## src/rtl/des_pkg.sv

```systemverilog
// DES permutation tables, mode encoding and permutation helpers (FIPS 46-3).
// Tables use 1-based DES numbering: DES bit n lives at vector bit 64-n.
package des_pkg;

    typedef enum logic {
        DES_MODE_IP = 1'b0,
        DES_MODE_FP = 1'b1
    } des_mode_e;

    localparam int unsigned IP_TABLE [64] = '{
        58, 50, 42, 34, 26, 18, 10, 2,
        60, 52, 44, 36, 28, 20, 12, 4,
        62, 54, 46, 38, 30, 22, 14, 6,
        64, 56, 48, 40, 32, 24, 16, 8,
        57, 49, 41, 33, 25, 17,  9, 1,
        59, 51, 43, 35, 27, 19, 11, 3,
        61, 53, 45, 37, 29, 21, 13, 5,
        63, 55, 47, 39, 31, 23, 15, 7
    };

    localparam int unsigned FP_TABLE [64] = '{
        40, 8, 48, 16, 56, 24, 64, 32,
        39, 7, 47, 15, 55, 23, 63, 31,
        38, 6, 46, 14, 54, 22, 62, 30,
        37, 5, 45, 13, 53, 21, 61, 29,
        36, 4, 44, 12, 52, 20, 60, 28,
        35, 3, 43, 11, 51, 19, 59, 27,
        34, 2, 42, 10, 50, 18, 58, 26,
        33, 1, 41,  9, 49, 17, 57, 25
    };

    // Output DES bit i+1 takes input DES bit IP_TABLE[i].
    function automatic logic [63:0] des_ip(input logic [63:0] blk);
        logic [63:0] res;
        res = '0;
        for (int unsigned i = 0; i < 64; i++) begin
            res[6'(63 - i)] = blk[6'(64 - IP_TABLE[6'(i)])];
        end
        return res;
    endfunction

    function automatic logic [63:0] des_fp(input logic [63:0] blk);
        logic [63:0] res;
        res = '0;
        for (int unsigned i = 0; i < 64; i++) begin
            res[6'(63 - i)] = blk[6'(64 - FP_TABLE[6'(i)])];
        end
        return res;
    endfunction

    function automatic logic [63:0] swap_halves(input logic [63:0] blk);
        return {blk[31:0], blk[63:32]};
    endfunction

endpackage

```

## src/rtl/des_perm_lane.sv

```systemverilog
// One 64-bit lane: IP, or FP with optional L/R half swap in front of it.
module des_perm_lane
    import des_pkg::*;
(
    input  logic        mode,
    input  logic        swap,
    input  logic [63:0] din,
    output logic [63:0] dout
);

    // Select the permutation; swap only applies on the FP path.
    always_comb begin
        dout = des_ip(din);
        if (mode == DES_MODE_FP) begin
            dout = des_fp(swap ? swap_halves(din) : din);
        end
    end

endmodule

```

## src/rtl/des_perm_pipe.sv

```systemverilog
// Pipelined multi-lane DES IP/FP engine with valid/ready flow control,
// tag sideband and a saturating accepted-block counter.
module des_perm_pipe
    import des_pkg::*;
#(
    parameter int unsigned LANES       = 1,
    parameter int unsigned PIPE_STAGES = 1,
    parameter int unsigned TAG_W       = 4
) (
    input  logic                  clk,
    input  logic                  rst,
    input  logic                  in_valid,
    output logic                  in_ready,
    input  logic                  in_mode,
    input  logic                  in_swap,
    input  logic [TAG_W-1:0]      in_tag,
    input  logic [64*LANES-1:0]   in_data,
    output logic                  out_valid,
    input  logic                  out_ready,
    output logic [TAG_W-1:0]      out_tag,
    output logic [64*LANES-1:0]   out_data,
    output logic [31:0]           blk_cnt
);

    localparam int unsigned DW = 64 * LANES;

    logic [DW-1:0]    perm_data;
    logic             v1;
    logic [DW-1:0]    d1;
    logic [TAG_W-1:0] t1;
    logic             s1_unload;
    logic             in_hs;
    logic [31:0]      cnt_q;
    logic [32:0]      cnt_sum;

    for (genvar k = 0; k < LANES; k++) begin : g_lane
        des_perm_lane u_lane (
            .mode (in_mode),
            .swap (in_swap),
            .din  (in_data[64*k +: 64]),
            .dout (perm_data[64*k +: 64])
        );
    end

    // Stage 1 accepts when empty or when it hands its beat on this cycle.
    assign in_ready = !v1 | s1_unload;
    assign in_hs    = in_valid & in_ready;

    // Stage 1: captures the permuted beat; data/tag only move with a valid beat.
    always_ff @(posedge clk) begin
        if (rst) begin
            v1 <= 1'b0;
            d1 <= '0;
            t1 <= '0;
        end else if (in_ready) begin
            v1 <= in_valid;
            if (in_valid) begin
                d1 <= perm_data;
                t1 <= in_tag;
            end
        end
    end

    if (PIPE_STAGES == 2) begin : g_two
        logic             v2;
        logic [DW-1:0]    d2;
        logic [TAG_W-1:0] t2;
        logic             load2;

        assign load2     = !v2 | out_ready;
        assign s1_unload = v1 & load2;

        // Stage 2: plain register stage, holds while stalled.
        always_ff @(posedge clk) begin
            if (rst) begin
                v2 <= 1'b0;
                d2 <= '0;
                t2 <= '0;
            end else if (load2) begin
                v2 <= v1;
                if (v1) begin
                    d2 <= d1;
                    t2 <= t1;
                end
            end
        end

        assign out_valid = v2;
        assign out_data  = d2;
        assign out_tag   = t2;
    end else begin : g_one
        assign s1_unload = v1 & out_ready;
        assign out_valid = v1;
        assign out_data  = d1;
        assign out_tag   = t1;
    end

    // One spare bit catches the carry so the count can clamp at all-ones.
    assign cnt_sum = {1'b0, cnt_q} + 33'(LANES);

    // Accepted lane-block counter, saturating.
    always_ff @(posedge clk) begin
        if (rst) begin
            cnt_q <= '0;
        end else if (in_hs) begin
            cnt_q <= cnt_sum[32] ? '1 : cnt_sum[31:0];
        end
    end

    assign blk_cnt = cnt_q;

endmodule

```

## config.mk

```make
export PLATFORM = sky130hd
export DESIGN_NAME = des_perm_pipe
export DESIGN_NICKNAME = d
export VERILOG_FILES = /design/src/rtl/des_pkg.sv /design/src/rtl/des_perm_lane.sv /design/src/rtl/des_perm_pipe.sv
export SDC_FILE = /design/constraint.sdc
export NUM_CORES = 1
export LEC_CHECK = 0
export BUFFER_PORTS_ARGS = -buffer_cell sky130_fd_sc_hd__buf_2
export CAP_MARGIN = 0
export CORE_MARGIN = 2
export CORE_UTILIZATION = 40
export CTS_CLUSTER_DIAMETER = 40
export CTS_CLUSTER_SIZE = 16
export DETAILED_ROUTE_END_ITERATION = 16
export PLACE_DENSITY = 0.69
export SKIP_CTS_REPAIR_TIMING = 1
export SYNTH_ARGS = -nofsm -noshare
export SYNTH_HDL_FRONTEND = slang
export SYNTH_SLANG_ARGS = --single-unit
export TNS_END_PERCENT = 10
```

## constraint.sdc

```tcl
create_clock -name clk -period 1.65 [get_ports clk]
set_input_delay 0.165 -clock clk [delete_from_list [all_inputs] [get_ports clk]]
set_output_delay 0.165 -clock clk [all_outputs]
set_load 0.02 [all_outputs]
```

==> summary.txt, run 1 <==
Route
  • DR vias/cell: 5.41
  • DRT Pass-1 Iters: 5
  • Via count: 5,458
  • Total Routed Length: 16.4 mm
  • Drc violations: 0
  • Iter 0 DRT Violations: 454
  • Antenna-violating nets left: 0
  • Drt wl/cell: 16.2 µm

Setup path
  • CP Max Fanout: 4
  • R2R cell count: 6
  • Startpoint types: flip-flop
  • Worst path required time: 1870 ps
  • Reg2reg setup slack: 20 ps
  • CP Class: flip-flop to flip-flop
  • R2r startpoint: blk_cnt[23]$_SDFFE_PP0P_
  • Critical path launch point: blk_cnt[23]$_SDFFE_PP0P_
  • Worst Setup End Kind: flip-flop
  • Arr. time, crit path: 1850 ps
  • RR Endpoint: blk_cnt[30]$_SDFFE_PP0P_

Placed design
  • Port bufs: 175
  • Cells after DPL: 991
  • Gp weighted congestion: 0.866
  • Pre-CTS setup slack: -79.1 ps
  • Post-DP HPWL: 11.7 mm
  • Placed inst area: 6660 µm²

Layout
  • Most frequent cells in the layout: buf_2 (172), nand2_1 (146), a21oi_1 (88)
  • Fin cells: 1,009
  • P&R area growth vs syn: 39.0%
  • Fillcell total: 1,232
  • Final Cell Area: 7180 µm²
  • Share of cells above drive strength 1: 36.9%
  • N_diodes: 0
  • Nets@finish: 907
  • Commonest non-fill, non-tap cell in the layout: buf_2
  • Multi-input logic area: 3110 µm²
  • FF/Latch Area: 2050 µm²

Synth
  • Netlist Area Pre-Place: 5160 µm²
  • Syn nets: 708
  • Post-synth top area cell: dfxtp_1
  • Cells after Synth: 633
  • Top cells by area, synth: dfxtp_1 (39%), mux2i_1 (12%), nand2_1 (11%)
  • Sequential area share after synthesis: 39.1%
  • Synth top area share: 39.1%
  • Yosys reg bits: 101
  • Syn_area_per_cell: 8.16 µm²
  • Post-synthesis cell type count: 38
  • Syn. warnings: 0

Global route
  • Initial antenna violation count: 0
  • Pin count of the biggest net entering global routing: 102
  • GRT overflow: 0
  • Total track usage: 22.8%
  • First-pass GRT wire length: 25.6 mm
  • Vias in the first global route: 4,936

STA
  • Worst Hold Slack: 58.5 ps
  • Max-slew violations: 0
  • Final Hold Fails: 0
  • Worst-margin pin slew: 504 ps
  • Period utilization: 98.7%
  • Setup violators final: 0
  • Fmax: 614 MHz
  • Final WS setup: 21.2 ps
  • RSZ-0062 raised after global routing: true
  • Worst slew margin: 66.4%
  • Layout Skew: 3.40 ps
  • Crit path time final: 1630 ps

Clock tree
  • CTS H-tree depth: 3
  • Total clock sinks: 101
  • CTS Buffer Depth: 2
  • Clk_lat worst skew: 340 ps
  • Reg clk slew, reported paths: 70 ps
  • Num CTS Buffers: 9
  • CTS tree: done
  • CTS root buf: clkbuf_16

Die
  • Core area: 12,600 µm²
  • Ports: 176
  • # rows: 41
  • DIE WIDTH: 118 µm
  • Initial Util: 40.9%
  • Total die area: 13,800 µm²
  • Vert. Die Dim: 118 µm

Job
  • Max cap viols: 0

Run status
  • Status: completed

Hold path
  • Worst hold path depth: 3
  • Hold Startpoint: in_tag[0]
  • Worst hold path class: primary input to flip-flop
  • Hold Path End: out_tag[0]$_SDFFE_PP0P_

Power and ir drop
  • P per Cell Area: 809 nW/µm²
  • Worst vdd ir: 0.000448 V
  • Leak: 3.27 nW
## cell families (layout without fill, tap and decap cells)
group           Yosys count  in the layout  share of synthesized area (%)
flops                   101            101                           39.1
xor+xnor                 23             23                           3.90
mux                      62             62                           12.0
fa+ha+maj                 1              1                          0.242
simple gates            233            233                           20.8
compound gates          160            160                           19.1
buf+inv                  53            257                           4.82
## routing by layer
| layer | share of wire, % | up-vias | global-route usage [%] | routed length (µm) |
|---|---|---|---|---|
| met1 | 46 | 2560 | 31.6 | 7500 |
| met2 | 45 | 207 | 34.9 | 7440 |
| li1 | - | 2670 | - | - |
| met3 | 7.1 | 21 | 4.99 | 1170 |
| met5 | 0 | - | 0 | 0 |
| met4 | 1.6 | 0 | 7.83 | 265 |
## cells in the mapped netlist (all sizes together)
cell,instances
nor4bb,1
buf,17
nor3,10
or3,1
nor2,15
a41oi,1
nand2,150
o211ai,60
clkbuf,34
xnor2,14
a21oi,89
inv,1
nand3,15
xor2,9
and4b,2
and4,5
nor2b,1
nor4,12
a211oi,3
a31oi,1
o31ai,1
and2,3
nand4,11
and3,7
ha,1
dfxtp,101
a311oi,5
dlygate4sd1,1
mux2i,62
## worst max path at each step
| stage | to | slack, ps |
|---|---|---|
| detailed placement | blk_cnt[18]$_SDFFE_PP0P_ | -80 |
| global route | blk_cnt[22]$_SDFFE_PP0P_ | -50 |
| floorplan | blk_cnt[31]$_SDFFE_PP0P_ | -30 |
| finish | blk_cnt[30]$_SDFFE_PP0P_ | 20 |
| global placement | blk_cnt[24]$_SDFFE_PP0P_ | -40 |
| CTS | blk_cnt[10]$_SDFFE_PP0P_ | -100 |
## flip-flops by register name (all words and copies together), names as in the netlist
register / flops
out_data: 64
blk_cnt: 32
out_tag: 4
out_valid: 1
## report_power, final
part	internal, mW	switching (mW)	total (mW)
sequential	2.56	0.0659	2.63
combinational	0.413	0.658	1.07
clock	1.18	0.924	2.11
## cell type report
cell class | count | area share (%)
clock buffers | 13 | 3.90
repair buffers | 240 | 20.9
inverters | 1 | 0.0523
well taps | 172 | 3.00
flip-flops and latches | 101 | 28.5
clock inverters | 3 | 0.244
multi-input cells | 479 | 43.3
## through the flow
| stage | power [mW] | TNS [ps] | utilization, % |
|---|---|---|---|
| after floorplan | 3.31 | -134 | - |
| after global placement | 3.74 | -95.9 | 52.7 |
| after detailed placement | 3.75 | -312 | 52.7 |
| after CTS | 5.85 | -496 | 55.1 |
| after global routing | 6.06 | -150 | 56.9 |
| final | 5.81 | 0 | 56.9 |
## worst max-delay path, stage by stage, from the launching register on
cell	delay [ps]
dfxtp_2	340
and4_4	260
buf_6	110
nand4_1	250
nor4_4	300
xnor2_1	150
a21oi_1	80
Power figures use the tool's default switching activity.
==> run 2, diff against run 1 <==
- BUFFER_PORTS_ARGS: -buffer_cell sky130_fd_sc_hd__buf_2 -> -buffer_cell sky130_fd_sc_hd__buf_4
- SLEW_MARGIN: unset -> 30
==> run 2 against run 1 <==
Sequential power about the same. Clock power increased by 5%. Global-route usage increased by 0.89 points. Clock skew increased by 3.6 ps. Worst hold slack improved by 9.6 ps. Register-to-register slack about the same. Sequential cell count unchanged. Sequential share of layout area decreased by 1.6 points. Worst setup slack improved by 5.4 ps. Critical path type unchanged. Critical endpoint is now blk_cnt[26]$_SDFFE_PP0P_. Highest routed layer unchanged.
==> summary.txt, run 2 (same netlist as run 1, synthesis figures left out) <==
Setup path
  • Worst path required time: 1870 ps (about the same)
  • CP Class: flip-flop to flip-flop (unchanged)
  • Arr. time, crit path: 1840 ps (was 1850 ps)
  • CP Max Fanout: 6 (was 4)
  • Worst Setup End Kind: flip-flop (unchanged)
  • Startpoint types: flip-flop (unchanged)

Placed design
  • Port bufs: 175 (unchanged)
  • Pre-CTS setup slack: -115 ps (was -79.1 ps)
  • Gp weighted congestion: 0.870 (was 0.866)
  • Post-DP HPWL: 12.6 mm (was 11.7 mm)

STA
  • Fmax: 616 MHz (was 614 MHz)
  • RSZ-0062 raised after global routing: true (unchanged)
  • Worst slew margin: 69.6% (was 66.4%)
  • Period utilization: 98.4% (was 98.7%)
  • Crit path time final: 1620 ps (was 1630 ps)
  • Final Hold Fails: 0 (unchanged)
  • Setup violators final: 0 (unchanged)
  • Worst-margin pin slew: 457 ps (was 504 ps)
  • Layout Skew: 7.00 ps (was 3.40 ps)
  • Final WS setup: 26.6 ps (was 21.2 ps)
  • Max-slew violations: 0 (unchanged)

Power and ir drop
  • Logic pwr share: 19.8% (was 18.5%)
  • Pwr Total: 6.04 mW (was 5.81 mW)
  • P_int: 4.35 mW (was 4.16 mW)
  • Clock power share: 36.6% (was 36.3%)
  • P per Cell Area: 793 nW/µm² (was 809 nW/µm²)
  • Sequential share of power: 43.6% (was 45.2%)
  • Worst vdd ir: 0.000461 V (was 0.000448 V)
  • Sw Share: 27.9% (was 28.4%)
  • Leak: 3.35 nW (was 3.27 nW)
  • NetSw: 1.69 mW (was 1.65 mW)

Route
  • Total Routed Length: 16.9 mm (was 16.4 mm)
  • DRT Pass-1 Iters: 5 (unchanged)
  • Drc violations: 0 (unchanged)
  • Drt wl/cell: 16.9 µm (was 16.2 µm)
  • Iter 0 DRT Violations: 390 (was 454)
  • Antenna-violating nets left: 0 (unchanged)
  • Via count: 5,522 (was 5,458)
  • DR vias/cell: 5.51 (was 5.41)

Clock tree
  • Clk_lat worst skew: 350 ps (was 340 ps)
  • Total clock sinks: 101 (unchanged)
  • Num CTS Buffers: 9 (unchanged)
  • CTS tree: done (unchanged)
  • Reg clk slew, reported paths: 70 ps (about the same)
  • CTS H-tree depth: 3 (unchanged)
  • CTS Buffer Depth: 2 (unchanged)
  • CTS root buf: clkbuf_16 (unchanged)

Die
  • Vert. Die Dim: 118 µm (unchanged)
  • DIE WIDTH: 118 µm (unchanged)
  • Total die area: 13,800 µm² (unchanged)
  • Core area: 12,600 µm² (unchanged)
  • Initial Util: 40.9% (unchanged)
  • # rows: 41 (unchanged)
  • Ports: 176 (unchanged)

Layout
  • Max reg flops: 64 (unchanged)
  • Fin util: 60.3% (was 56.9%)
  • Share of cells above drive strength 1: 36.2% (was 36.9%)
  • Nets@finish: 902 (was 907)
  • Commonest non-fill, non-tap cell in the layout: buf_4 (was buf_2)
  • N_diodes: 0 (unchanged)
  • Most frequent cells in the layout: buf_4 (220), nand2_1 (146), a21oi_1 (89) (was buf_2 (172), nand2_1 (146), a21oi_1 (88))
  • P&R area growth vs syn: 47.4% (was 39.0%)

Run status
  • Status: completed (unchanged)

Job
  • Max cap viols: 0 (unchanged)

Global route
  • Met2 usage: 38.5% (was 34.9%)
  • GRT met3 Usage: 5.28% (was 4.99%)
  • Grt met1 use: 30.7% (was 31.6%)
  • Total track usage: 23.6% (was 22.8%)
  • Initial antenna violation count: 0 (unchanged)
  • First-pass GRT wire length: 26.7 mm (was 25.6 mm)
  • Vias in the first global route: 5,157 (was 4,936)
  • GRT overflow: 0 (unchanged)
  • Pin count of the biggest net entering global routing: 43 (was 102)
  • Busiest grt layer: met2 (unchanged)

Hold path
  • Worst hold path class: primary input to flip-flop (unchanged)
[run 2: final cells by class]
class                      count  area, µm²
fill                        1157       5010
sequential                   101       2050
tap                          172        215
clock buffer                  10        250
clock inverter                 5       56.3
inverter                       1       3.75
multi-input combinational    479       3120
timing repair buffer         235       1920
[run 2: per-layer routing]
layer	part of all wire (%)	wire length, µm
met5	0	0
met4	2.6	435
met3	7.2	1220
met2	47	7930
met1	43	7330
[run 2: worst paths after layout]
check                            start                   endpoint  slack [ps]  cells past startpoint
min                          in_tag[1]    out_tag[1]$_SDFFE_PP0P_          70                      3
min reg2reg  out_data[56]$_SDFFE_PP0P_  out_data[56]$_SDFFE_PP0P_         460                      2
max            blk_cnt[0]$_SDFFE_PP0P_   blk_cnt[26]$_SDFFE_PP0P_          30                      7
max reg2reg    blk_cnt[0]$_SDFFE_PP0P_   blk_cnt[26]$_SDFFE_PP0P_          30                      7
[run 2: critical path: stages (launching register included)]
cell     delay [ps]
dfxtp_4         370
ha_4            130
and3_4          200
nand3_4         110
buf_12          170
nor4_4          280
xnor2_1         150
a21oi_1          90
[run 2: power groups by stage]
stage	Combinational, mW	Sequential, mW	Clock [mW]
2_1_floorplan	0.475	2.83	0
3_3_place_gp	1.17	2.68	0
3_5_place_dp	1.19	2.69	0
4_1_cts	1.19	2.63	2.25
5_1_grt	1.29	2.65	2.36
6_report	1.19	2.63	2.21
[run 2: through the flow]
stage          area [µm²]  hold slack (ps)  setup TNS, ps  cells
5_1_grt              7610             70.0           -292   1003
6_report             7610             68.1              0   1003
3_3_place_gp         7070              411           -167    986
3_5_place_dp         7070              428           -490    986
4_1_cts              7380             60.5           -720   1001
2_1_floorplan        5210              286           -134    633
==> run 3, diff against run 2 <==
- PLACE_DENSITY: 0.69 -> 0.66
==> run 3 against run 2 <==
Critical path depth unchanged. Final area decreased by 0.26%. Combinational power about the same. Routed wire length increased by 1.9%. Clock skew increased by 1.5 ps. Count of clock-buffer cells in the layout increased by 3. Power decreased by 3.0%. Sequential power about the same. Clock power decreased by 7%. Register-to-register slack got worse by 20 ps. Via count decreased by 0.56%.
==> summary.txt, run 3 (same netlist as run 1, synthesis figures left out) <==
STA
  • Setup violators final: 0 (unchanged)
  • Setup_tns: 0 ps (unchanged)
  • Worst slew margin: 60.2% (was 69.6%)
  • Final WS setup: 8.14 ps (was 26.6 ps)
  • Final Hold Fails: 0 (unchanged)
  • Period utilization: 99.5% (was 98.4%)
  • Fmax: 609 MHz (was 616 MHz)
  • Max-slew violations: 0 (unchanged)
  • RSZ-0062 raised after global routing: true (unchanged)
  • Crit path time final: 1640 ps (was 1620 ps)
  • Worst-margin pin slew: 597 ps (was 457 ps)
  • Layout Skew: 8.50 ps (was 7.00 ps)

Layout
  • Nets@finish: 901 (was 902)
  • Most frequent cells in the layout: buf_4 (222), nand2_1 (145), a21oi_1 (89) (was buf_4 (220), nand2_1 (146), a21oi_1 (89))
  • N_diodes: 0 (unchanged)
  • Max reg flops: 64 (unchanged)
  • Final Cell Area: 7590 µm² (was 7610 µm²)
  • Share of cells above drive strength 1: 36.9% (was 36.2%)
  • P&R area growth vs syn: 47.0% (was 47.4%)
  • Commonest non-fill, non-tap cell in the layout: buf_4 (unchanged)

Global route
  • First-pass GRT wire length: 26.2 mm (was 26.7 mm)
  • GRT overflow: 0 (unchanged)
  • Pin count of the biggest net entering global routing: 66 (was 43)
  • Vias in the first global route: 5,128 (was 5,157)
  • Initial antenna violation count: 0 (unchanged)
  • Total track usage: 23.1% (was 23.6%)

Route
  • DRT Pass-1 Iters: 4 (was 5)
  • Drt wl/cell: 17.2 µm (was 16.9 µm)
  • Via count: 5,491 (was 5,522)
  • Iter 0 DRT Violations: 484 (was 390)
  • Antenna-violating nets left: 0 (unchanged)
  • DR vias/cell: 5.47 (was 5.51)
  • Drc violations: 0 (unchanged)
  • Total Routed Length: 17.2 mm (was 16.9 mm)

Setup path
  • CP Max Fanout: 5 (was 6)
  • Worst path required time: 1860 ps (was 1870 ps)
  • Reg2reg setup slack: 8 ps (was 30 ps)
  • CP Class: flip-flop to flip-flop (unchanged)
  • Startpoint types: flip-flop (unchanged)
  • Worst Setup End Kind: flip-flop (unchanged)
  • Arr. time, crit path: 1850 ps (was 1840 ps)

Run status
  • Status: completed (unchanged)

Job
  • Max cap viols: 0 (unchanged)

Clock tree
  • CTS tree: done (unchanged)
  • CTS Buffer Depth: 2 (unchanged)
  • Clk_lat worst skew: 350 ps (about the same)
  • CTS H-tree depth: 3 (unchanged)
  • Num CTS Buffers: 9 (unchanged)
  • Total clock sinks: 101 (unchanged)
  • CTS root buf: clkbuf_16 (unchanged)
  • Reg clk slew, reported paths: 70 ps (about the same)

Power and ir drop
  • Leak: 3.32 nW (was 3.35 nW)
  • Worst vdd ir: 0.000639 V (was 0.000461 V)
  • P per Cell Area: 772 nW/µm² (was 793 nW/µm²)

Die
  • DIE WIDTH: 118 µm (unchanged)
  • Core area: 12,600 µm² (unchanged)
  • Initial Util: 40.9% (unchanged)
  • # rows: 41 (unchanged)
  • Vert. Die Dim: 118 µm (unchanged)
  • Total die area: 13,800 µm² (unchanged)
  • Ports: 176 (unchanged)

Hold path
  • Worst hold path class: primary input to flip-flop (unchanged)

Placed design
  • Placed inst area: 7000 µm² (was 7070 µm²)
  • Gp weighted congestion: 0.884 (was 0.870)
  • Pre-CTS setup slack: -126 ps (was -115 ps)
  • Port bufs: 175 (unchanged)
  • Post-DP HPWL: 12.2 mm (was 12.6 mm)
## run 3: worst paths after layout
| kind | from | end | depth (start not counted) |
|---|---|---|---|
| worst min-delay path | in_tag[0] | out_tag[0]$_SDFFE_PP0P_ | 3 |
| worst max-delay path | blk_cnt[1]$_SDFFE_PP0P_ | blk_cnt[30]$_SDFFE_PP0P_ | 7 |
| worst min register to register | out_data[57]$_SDFFE_PP0P_ | out_data[57]$_SDFFE_PP0P_ | 2 |
| worst max register to register | blk_cnt[1]$_SDFFE_PP0P_ | blk_cnt[30]$_SDFFE_PP0P_ | 7 |
## run 3: area by class of cell
| cell class | count | area [µm²] |
|---|---|---|
| fillers | 1165 | 5030 |
| multi-input cells | 479 | 3160 |
| flip-flops and latches | 101 | 2060 |
| repair buffers | 234 | 1880 |
| clock buffers | 13 | 260 |
| well taps | 172 | 215 |
| clock inverters | 3 | 20.0 |
| inverters | 1 | 3.75 |
## run 3: worst max-delay path: stages (launching register included)
cell,delay [ps]
dfxtp_4,390
ha_4,140
and3_4,200
nand3_4,100
buf_8,160
nor4_4,280
xnor2_1,160
a21oi_1,80
## run 3: stage by stage
stage               instances  util [%]  hold slack, ps  power (mW)
floorplan                 633         -             286        3.31
global placement          981      55.5             414        3.84
detailed placement        981      55.5             426        3.86
CTS                       997      57.7            63.2        5.89
global route             1003      60.2            75.6        6.11
finish                   1003      60.2            66.7        5.86
## run 3: layer usage
metal | global-route usage (%) | routed length, µm | vias to the layer above
met4 | 8.96 | 396 | 0
met2 | 37.5 | 8120 | 193
met5 | 0 | 0 | -
met1 | 29.6 | 7520 | 2609
li1 | - | - | 2660
met3 | 5.38 | 1200 | 29
## run 3: power by group
group          total [mW]  internal, mW  switching, mW
logic                1.18         0.519          0.660
clock network        2.05          1.11          0.942
registers            2.63          2.56         0.0738
total                5.86          4.18           1.68
